<file path="config.mk">
export PLATFORM = sky130hd
export DESIGN_NAME = iter_shifter
export DESIGN_NICKNAME = d
export VERILOG_FILES = /design/src/rtl/iter_shifter.sv
export SDC_FILE = /design/constraint.sdc
export NUM_CORES = 1
export LEC_CHECK = 0
export CAP_MARGIN = 10
export CORE_MARGIN = 8
export CORE_UTILIZATION = 30
export CTS_BUF_LIST = sky130_fd_sc_hd__clkbuf_4 sky130_fd_sc_hd__clkbuf_8 sky130_fd_sc_hd__clkbuf_16
export DETAILED_ROUTE_END_ITERATION = 8
export PLACE_DENSITY = 0.58
export SYNTH_ARGS = -nofsm -noshare
export SYNTH_HDL_FRONTEND = slang
export SYNTH_SLANG_ARGS = --single-unit
export TNS_END_PERCENT = 20
</file>
<file path="constraint.sdc">
create_clock -name clk -period 3.1 [get_ports clk]
set_input_delay 0.775 -clock clk [delete_from_list [all_inputs] [get_ports clk]]
set_output_delay 0.775 -clock clk [all_outputs]
set_load 0.05 [all_outputs]
</file>
<file path="src/rtl/iter_shifter.sv">
// rtl/iter_shifter.sv - multi-cycle shifter/rotator, up to STEP bits per cycle
module iter_shifter #(
    parameter int WIDTH = 32,
    parameter int STEP  = 4
) (
    input  logic                     clk,
    input  logic                     reset,
    input  logic                     start,
    input  logic [WIDTH-1:0]         T,
    input  logic [4:0]               FS,
    input  logic [$clog2(WIDTH)-1:0] shamnt,
    output logic [WIDTH-1:0]         Y_lo,
    output logic                     C,
    output logic                     N,
    output logic                     Z,
    output logic                     V,
    output logic                     busy,
    output logic                     done,
    output logic                     err
);

    localparam int AW = $clog2(WIDTH);
    // One extra bit so that WIDTH and STEP themselves are representable.
    localparam logic [AW:0] WIDTH_W = (AW+1)'(WIDTH);
    localparam logic [AW:0] STEP_W  = (AW+1)'(STEP);

    localparam logic [4:0] FS_SLL = 5'h0C;
    localparam logic [4:0] FS_SRL = 5'h0D;
    localparam logic [4:0] FS_SRA = 5'h0E;
    localparam logic [4:0] FS_ROL = 5'h0F;
    localparam logic [4:0] FS_ROR = 5'h10;

    typedef enum logic [1:0] {
        S_IDLE  = 2'd0,
        S_SHIFT = 2'd1,
        S_DONE  = 2'd2
    } state_t;

    state_t          state_q, state_d;
    logic [WIDTH-1:0] y_q, y_d;
    logic            c_q, c_d;
    logic            err_q, err_d;
    logic [AW-1:0]   rem_q, rem_d;
    logic [4:0]      fs_q, fs_d;

    logic [AW:0]      rem_ext;
    logic [AW:0]      amt;
    logic [AW-1:0]    rem_next;
    logic [WIDTH-1:0] sll_y, srl_y, sra_y, rol_y, ror_y;
    logic [WIDTH-1:0] sll_out, sr_out;
    logic             fs_legal;

    // Per-cycle shift amount and the candidate results of one shift step.
    always_comb begin
        rem_ext  = {1'b0, rem_q};
        amt      = (rem_ext > STEP_W) ? STEP_W : rem_ext;
        rem_next = rem_q - amt[AW-1:0];
        sll_y    = y_q << amt;
        srl_y    = y_q >> amt;
        sra_y    = WIDTH'($signed(y_q) >>> amt);
        rol_y    = (y_q << amt) | (y_q >> (WIDTH_W - amt));
        ror_y    = (y_q >> amt) | (y_q << (WIDTH_W - amt));
        // Last bit leaving the word in this step; only meaningful for amt >= 1.
        sll_out  = y_q >> (WIDTH_W - amt);
        sr_out   = y_q >> (amt - 1'b1);
        fs_legal = (FS == FS_SLL) || (FS == FS_SRL) || (FS == FS_SRA) ||
                   (FS == FS_ROL) || (FS == FS_ROR);
    end

    // Next-state logic: capture on accepted start, then iterate until remaining is zero.
    always_comb begin
        state_d = state_q;
        y_d     = y_q;
        c_d     = c_q;
        err_d   = err_q;
        rem_d   = rem_q;
        fs_d    = fs_q;
        case (state_q)
            S_IDLE, S_DONE: begin
                if (start) begin
                    y_d  = T;
                    c_d  = 1'b0;
                    fs_d = FS;
                    if (!fs_legal) begin
                        err_d   = 1'b1;
                        rem_d   = '0;
                        state_d = S_DONE;
                    end else if (shamnt == '0) begin
                        err_d   = 1'b0;
                        rem_d   = '0;
                        state_d = S_DONE;
                    end else begin
                        err_d   = 1'b0;
                        rem_d   = shamnt;
                        state_d = S_SHIFT;
                    end
                end else begin
                    state_d = S_IDLE;
                end
            end
            S_SHIFT: begin
                case (fs_q)
                    FS_SLL: begin
                        y_d = sll_y;
                        c_d = sll_out[0];
                    end
                    FS_SRL: begin
                        y_d = srl_y;
                        c_d = sr_out[0];
                    end
                    FS_SRA: begin
                        y_d = sra_y;
                        c_d = sr_out[0];
                    end
                    FS_ROL: begin
                        y_d = rol_y;
                        c_d = rol_y[0];
                    end
                    default: begin
                        y_d = ror_y;
                        c_d = ror_y[WIDTH-1];
                    end
                endcase
                rem_d = rem_next;
                if (rem_next == '0) begin
                    state_d = S_DONE;
                end
            end
            default: begin
                state_d = S_IDLE;
            end
        endcase
    end

    // State and datapath registers with synchronous reset.
    always_ff @(posedge clk) begin
        if (reset) begin
            state_q <= S_IDLE;
            y_q     <= '0;
            c_q     <= 1'b0;
            err_q   <= 1'b0;
            rem_q   <= '0;
            fs_q    <= '0;
        end else begin
            state_q <= state_d;
            y_q     <= y_d;
            c_q     <= c_d;
            err_q   <= err_d;
            rem_q   <= rem_d;
            fs_q    <= fs_d;
        end
    end

    // Outputs come straight from registers; err is only visible alongside done.
    always_comb begin
        Y_lo = y_q;
        C    = c_q;
        N    = y_q[WIDTH-1];
        Z    = (y_q == '0);
        V    = 1'b0;
        busy = (state_q == S_SHIFT);
        done = (state_q == S_DONE);
        err  = err_q && (state_q == S_DONE);
    end

endmodule

</file>
After elaboration in Yosys (flattened, before gate mapping)
Cells that the tools add are included.

Reduce and logical (&&, ||, !) cells: 14. Bitwise gates (word level): 2. $lt $le $gt $ge: 1. Add/subtract/negate cells: 3. Eq/ne operators: 13. Shift-type cells: 6. Muxes and demuxes: 17.

Operators by type and width (number): $pmux W32 S4 (1); $or A32 B32 Y32 (2); $pmux W32 S2 (1); $eq A5 B4 Y1 const B (8); $logic_not A32 Y1 (1); $mux W32 (1); $shl A32 B5 Y32 (1); $shl A32 B6 Y32 (1); $shr A32 B5 Y32 (1); $shr A32 B6 Y1 (1); $shr A32 B6 Y32 (1); $sshr A32 B5 Y32 (1); $mux W5 (4); $logic_not A5 Y1 (2); $pmux W5 S2 (1); $mux W2 (4); $sub A5 B1 Y6 const B (1); $sub A6 B5 Y6 const A (1); $eq A5 B5 Y1 const B (1); $gt A5 B3 Y1 const B (1); $sub A5 B5 Y5 (1); $logic_or A1 B1 Y1 (4); $pmux W2 S2 (1); $reduce_and A2 Y1 (2); other kinds (11) (13).

Word-level logic and storage cells: 62. Bits in registers: 46. Output and inout port bits: 39.

Depth between registers and ports, before layout
Depth after elaboration: 8. Mapped depth: 15. Mapped depth without buffers: 9.

Least setup slack after synthesis
Ideal clock, no wire load.

Path type: flip-flop to flip-flop. From: register rem_q[3]. To: register y_q[10] (netlist: Y_lo[10]). Setup slack: -0.218 ns. Stages on the path, launching flop included: 15. Required time: 2.970 ns. Setup time: 0.130 ns. Clock period less this slack: 3.318 ns. Arrival: 3.188 ns. Cells stage by stage: dfxtp_1 -> nor4b_2 -> buf_4 -> inv_2 -> buf_6 -> buf_2 -> clkbuf_1 -> ha_1 -> inv_1 -> clkbuf_1 -> clkbuf_1 -> mux2i_1 -> o21ai_0 -> a2111oi_0 -> o31ai_1.

Longest elaborated chain between the ends: 7. Elaborated cells between the ends (all ways): 12. Those cells by class: add/sub (1); order compare (1); shift (5); mux (3); bitwise (2).

Ends and longest elaborated chain: start, declared (RTL line 43) `logic [AW-1:0] rem_q, rem_d;`; start signal, assigned (RTL line 149) `rem_q <= rem_d;`; $gt A5 B3 Y1 (RTL line 56) `amt = (rem_ext > STEP_W) ? STEP_W : rem_ext;`; $mux W5 * (RTL line 56); $sub A6 B5 Y6 (RTL line 61, 62); $shl A32 B6 Y32 or $shr A32 B6 Y32 (tied branches); $or A32 B32 Y32 (on tied branches) (RTL line 62, 61); $pmux W32 S4 * (RTL line 102) `case (fs_q)`; $pmux W32 S2 * (RTL line 78) `case (state_q)`; end signal, assigned (RTL line 146) `y_q <= y_d;`; end, declared (RTL line 40) `logic [WIDTH-1:0] y_q, y_d;`.

Mark *: on every way between the ends. The rest lies on a longest branch, timed or not. A chain may end at the register's enable or synchronous reset.

Worst setup path after layout
From: register rem_q[3]. To: register y_q[20] (netlist: Y_lo[20]).

Same word-level chain as after synthesis.

==> metrics.md <==
| Metric | Value |
|---|---|
| Run status | `finished clean` |
| Crit share post-route | `0.918` |
| CP Data Required Time | `3340 ps` |
| Max H-tree Level | `2` |
| Syn Inst Count | `874` |
| Post-synth ARST share | `0` |
| DP Wirelength | `22300 µm` |
| Critical path's slowest cell | `nor3_1` |
| CTS tree | `yes` |
| Register area | `922 µm²` |
| CP startpoint kind | `flip-flop` |
| Die X | `161 µm` |
| CP Max Fanout | `6` |
| CTS root buffer | `clkbuf_16` |
| DR vias | `7531` |
| Reg power frac | `0.281` |
| Core box area | `0.0208 mm²` |
| Post-synth EDFFs | `0` |
| Initial Util | `0.302` |
| CTS clk-pin slew, worst paths | `80 ps` |
| Combinational share of power | `0.457` |
| Clock Tree Buf Depth | `2` |
| # port buffers | `82` |
| Die Ht | `161 µm` |
| #FFs+latches synth | `46` |
| P&R area growth vs syn | `23.7%` |
| Int Pwr | `1.51 mW` |
| Slew HR | `0.433` |
| Power, Total | `2.66 mW` |
| IO Count | `84` |
| Row cnt | `53` |
| Share of cells above drive strength 1 | `0.148` |
| Detailed Route Iter0 Violations | `838` |
| GP Congestion | `1.00` |
| Hold_buf cts | `0` |
| Skew-Pair Late Insertion Delay | `320 ps` |
| Net count of the mapped netlist | `921` |
| Vias per cell | `6.24` |
| Area occupied by multi-input gates | `0.00491 mm²` |
| Setup violators final | `0` |
| Fill cells | `2276` |
| Most common cell after layout, fill and taps aside | `nand2_1` |
| Clock power share | `0.262` |
| Pwr dens | `342 mW/mm²` |
| Final slew viol count | `0` |
| Post-synthesis sequential area ratio | `0.147` |
| Worst-margin pin slew | `844 ps` |
| First-pass GRT wire length | `46100 µm` |
| Crit Path Class | `reg -> reg` |
| Distinct cells, synth | `73` |
| Maximum clock frequency | `0.351 GHz` |
| Num Clock Sinks | `46` |
| Critical-path cell list | `nor4b_4 > inv_2 > ha_1 > or4b_1 > nor3_1 > a211oi_1 > a21o_1 > a41oi_1` |
| Switch share | `0.434` |
| ANT nets after route | `0` |
| DRC viols | `0` |
| Hold crit path type | `reg -> reg` |
| Total congestion overflow | `0` |
| Tmin final | `2850 ps` |
| Clock Skew | `7.89 ps` |
| Diode count | `0` |
| Sw power | `1.15 mW` |
| Peak VDD IR | `0.000215 V` |
| DRT Pass-1 Iters | `7` |
| TritonCTS Buffers | `5` |
| Post-Route WL | `30500 µm` |
| Setup TNS | `0 ps` |
| Post-synthesis area per instance | `7.19 µm²` |
| Ys Warns | `0` |
| Crit-path max cell delay | `740 ps` |
| Final Hold Violating Endpoints | `0` |
| Max-Cap Viols | `0` |
| RSZ-0062 raised after global routing | `false` |
| Post-CTS Setup Inserts | `0` |
| Total GRT Usage | `0.228` |
| Internal reg-to-reg setup slack | `250 ps` |
| CTS resizes | `0` |
| Crit path arrival time | `3090 ps` |
| Critical Path Sink Type | `flip-flop` |
| Mapped Area | `0.00628 mm²` |
| Lkg Pwr | `2.91 nW` |
| Initial antenna violation count | `2` |
| Vias in the first global route | `7334` |
| Wire per inst | `25.3 µm` |
| Layout Nets | `977` |
| Largest net degree at the start of global routing | `47` |
| Most frequent cells in the layout | `117 x nand2_1, 99 x mux2i_1, 92 x nor2_1, 79 x clkdlybuf4s50_1, 68 x a21oi_1` |
| Die Area | `0.0258 mm²` |
| Post-Route Utilization | `0.373` |
| Synth Flop Type | `dfxtp_1` |
[path summary, 6_finish.rpt]
check	depth (start not counted)	startpoint	to
max reg2reg	8	rem_q[3]$_SDFFE_PP0P_	Y_lo[20]$_SDFFE_PP0P_
min	2	fs_q[4]$_SDFFE_PP0P_	fs_q[4]$_SDFFE_PP0P_
max	8	rem_q[3]$_SDFFE_PP0P_	Y_lo[20]$_SDFFE_PP0P_
min reg2reg	2	fs_q[4]$_SDFFE_PP0P_	fs_q[4]$_SDFFE_PP0P_
[state kept, by name, indices dropped and copies added (netlist names)]
register  cells
rem_q         5
Y_lo         32
err_q         1
C             1
state_q       2
fs_q          5
[worst max-delay path, delay by kind of cell (launching register included)]
kind            cells  cell delay, ps
buf+inv             1             100
simple gates        3            1400
compound gates      3             610
flops               1             470
fa+ha+maj           1             190
[per-layer routing]
metal / track usage / vias to the layer above / share of wire / wire, µm
li1: - / 3367 / - / -
met3: 0.0553 / 85 / 0.095 / 2910
met2: 0.352 / 473 / 0.44 / 13500
met1: 0.298 / 3602 / 0.42 / 12800
met5: 0 / - / 0.00088 / 27
met4: 0.0939 / 4 / 0.041 / 1240
[cells in the mapped netlist, types with 14 or more instances]
cell / n / area (µm²)
a211oi_1: 25 / 188
a21oi_1: 68 / 340
a31oi_1: 17 / 106
buf_2: 17 / 85.1
clkbuf_1: 68 / 255
dfxtp_1: 46 / 921
mux2_2: 14 / 158
mux2i_1: 99 / 991
mux4_2: 19 / 428
nand2_1: 117 / 439
nand3_1: 22 / 110
nor2_1: 93 / 349
nor3_1: 20 / 100
o21ai_0: 44 / 220
[power by group through the flow]
stage	Sequential [mW]	Combinational, mW	Clock, mW
2_1_floorplan	0.812	0.672	0
3_3_place_gp	0.755	1.20	0
3_5_place_dp	0.757	1.19	0
4_1_cts	0.743	1.20	0.701
5_1_grt	0.755	1.28	0.723
6_report	0.748	1.21	0.697
[metrics by stage]
step	hold WS (ps)	instances	instance area, µm²	setup WS (ps)
floorplan	432	874	6310	5.37
global placement	447	1198	7600	371
detailed placement	455	1198	7600	335
CTS	471	1206	7770	325
global route	497	1206	7770	77.9
finish	467	1206	7770	255
[cell families (layout without fill, tap and decap cells)]
group,Yosys count,after routing,share of synthesized area
AOI/OAI and AO/OA,257,257,0.274
adders and majority gates,2,2,0.00398
DFF,46,46,0.147
buffers and inverters,112,169,0.0787
muxes,136,136,0.262
xor gates and xnor gates,5,5,0.00697
other,2,2,0.00120
and+or+nand+nor,314,314,0.226
[area by class of cell]
cell class	instances	area share
multi-input cells	716	0.631
repair buffers	151	0.179
flip-flops and latches	46	0.119
well taps	275	0.0443
clock buffers	5	0.0161
clock inverters	3	0.00612
inverters	10	0.00483
Power figures use the tool's default switching activity.
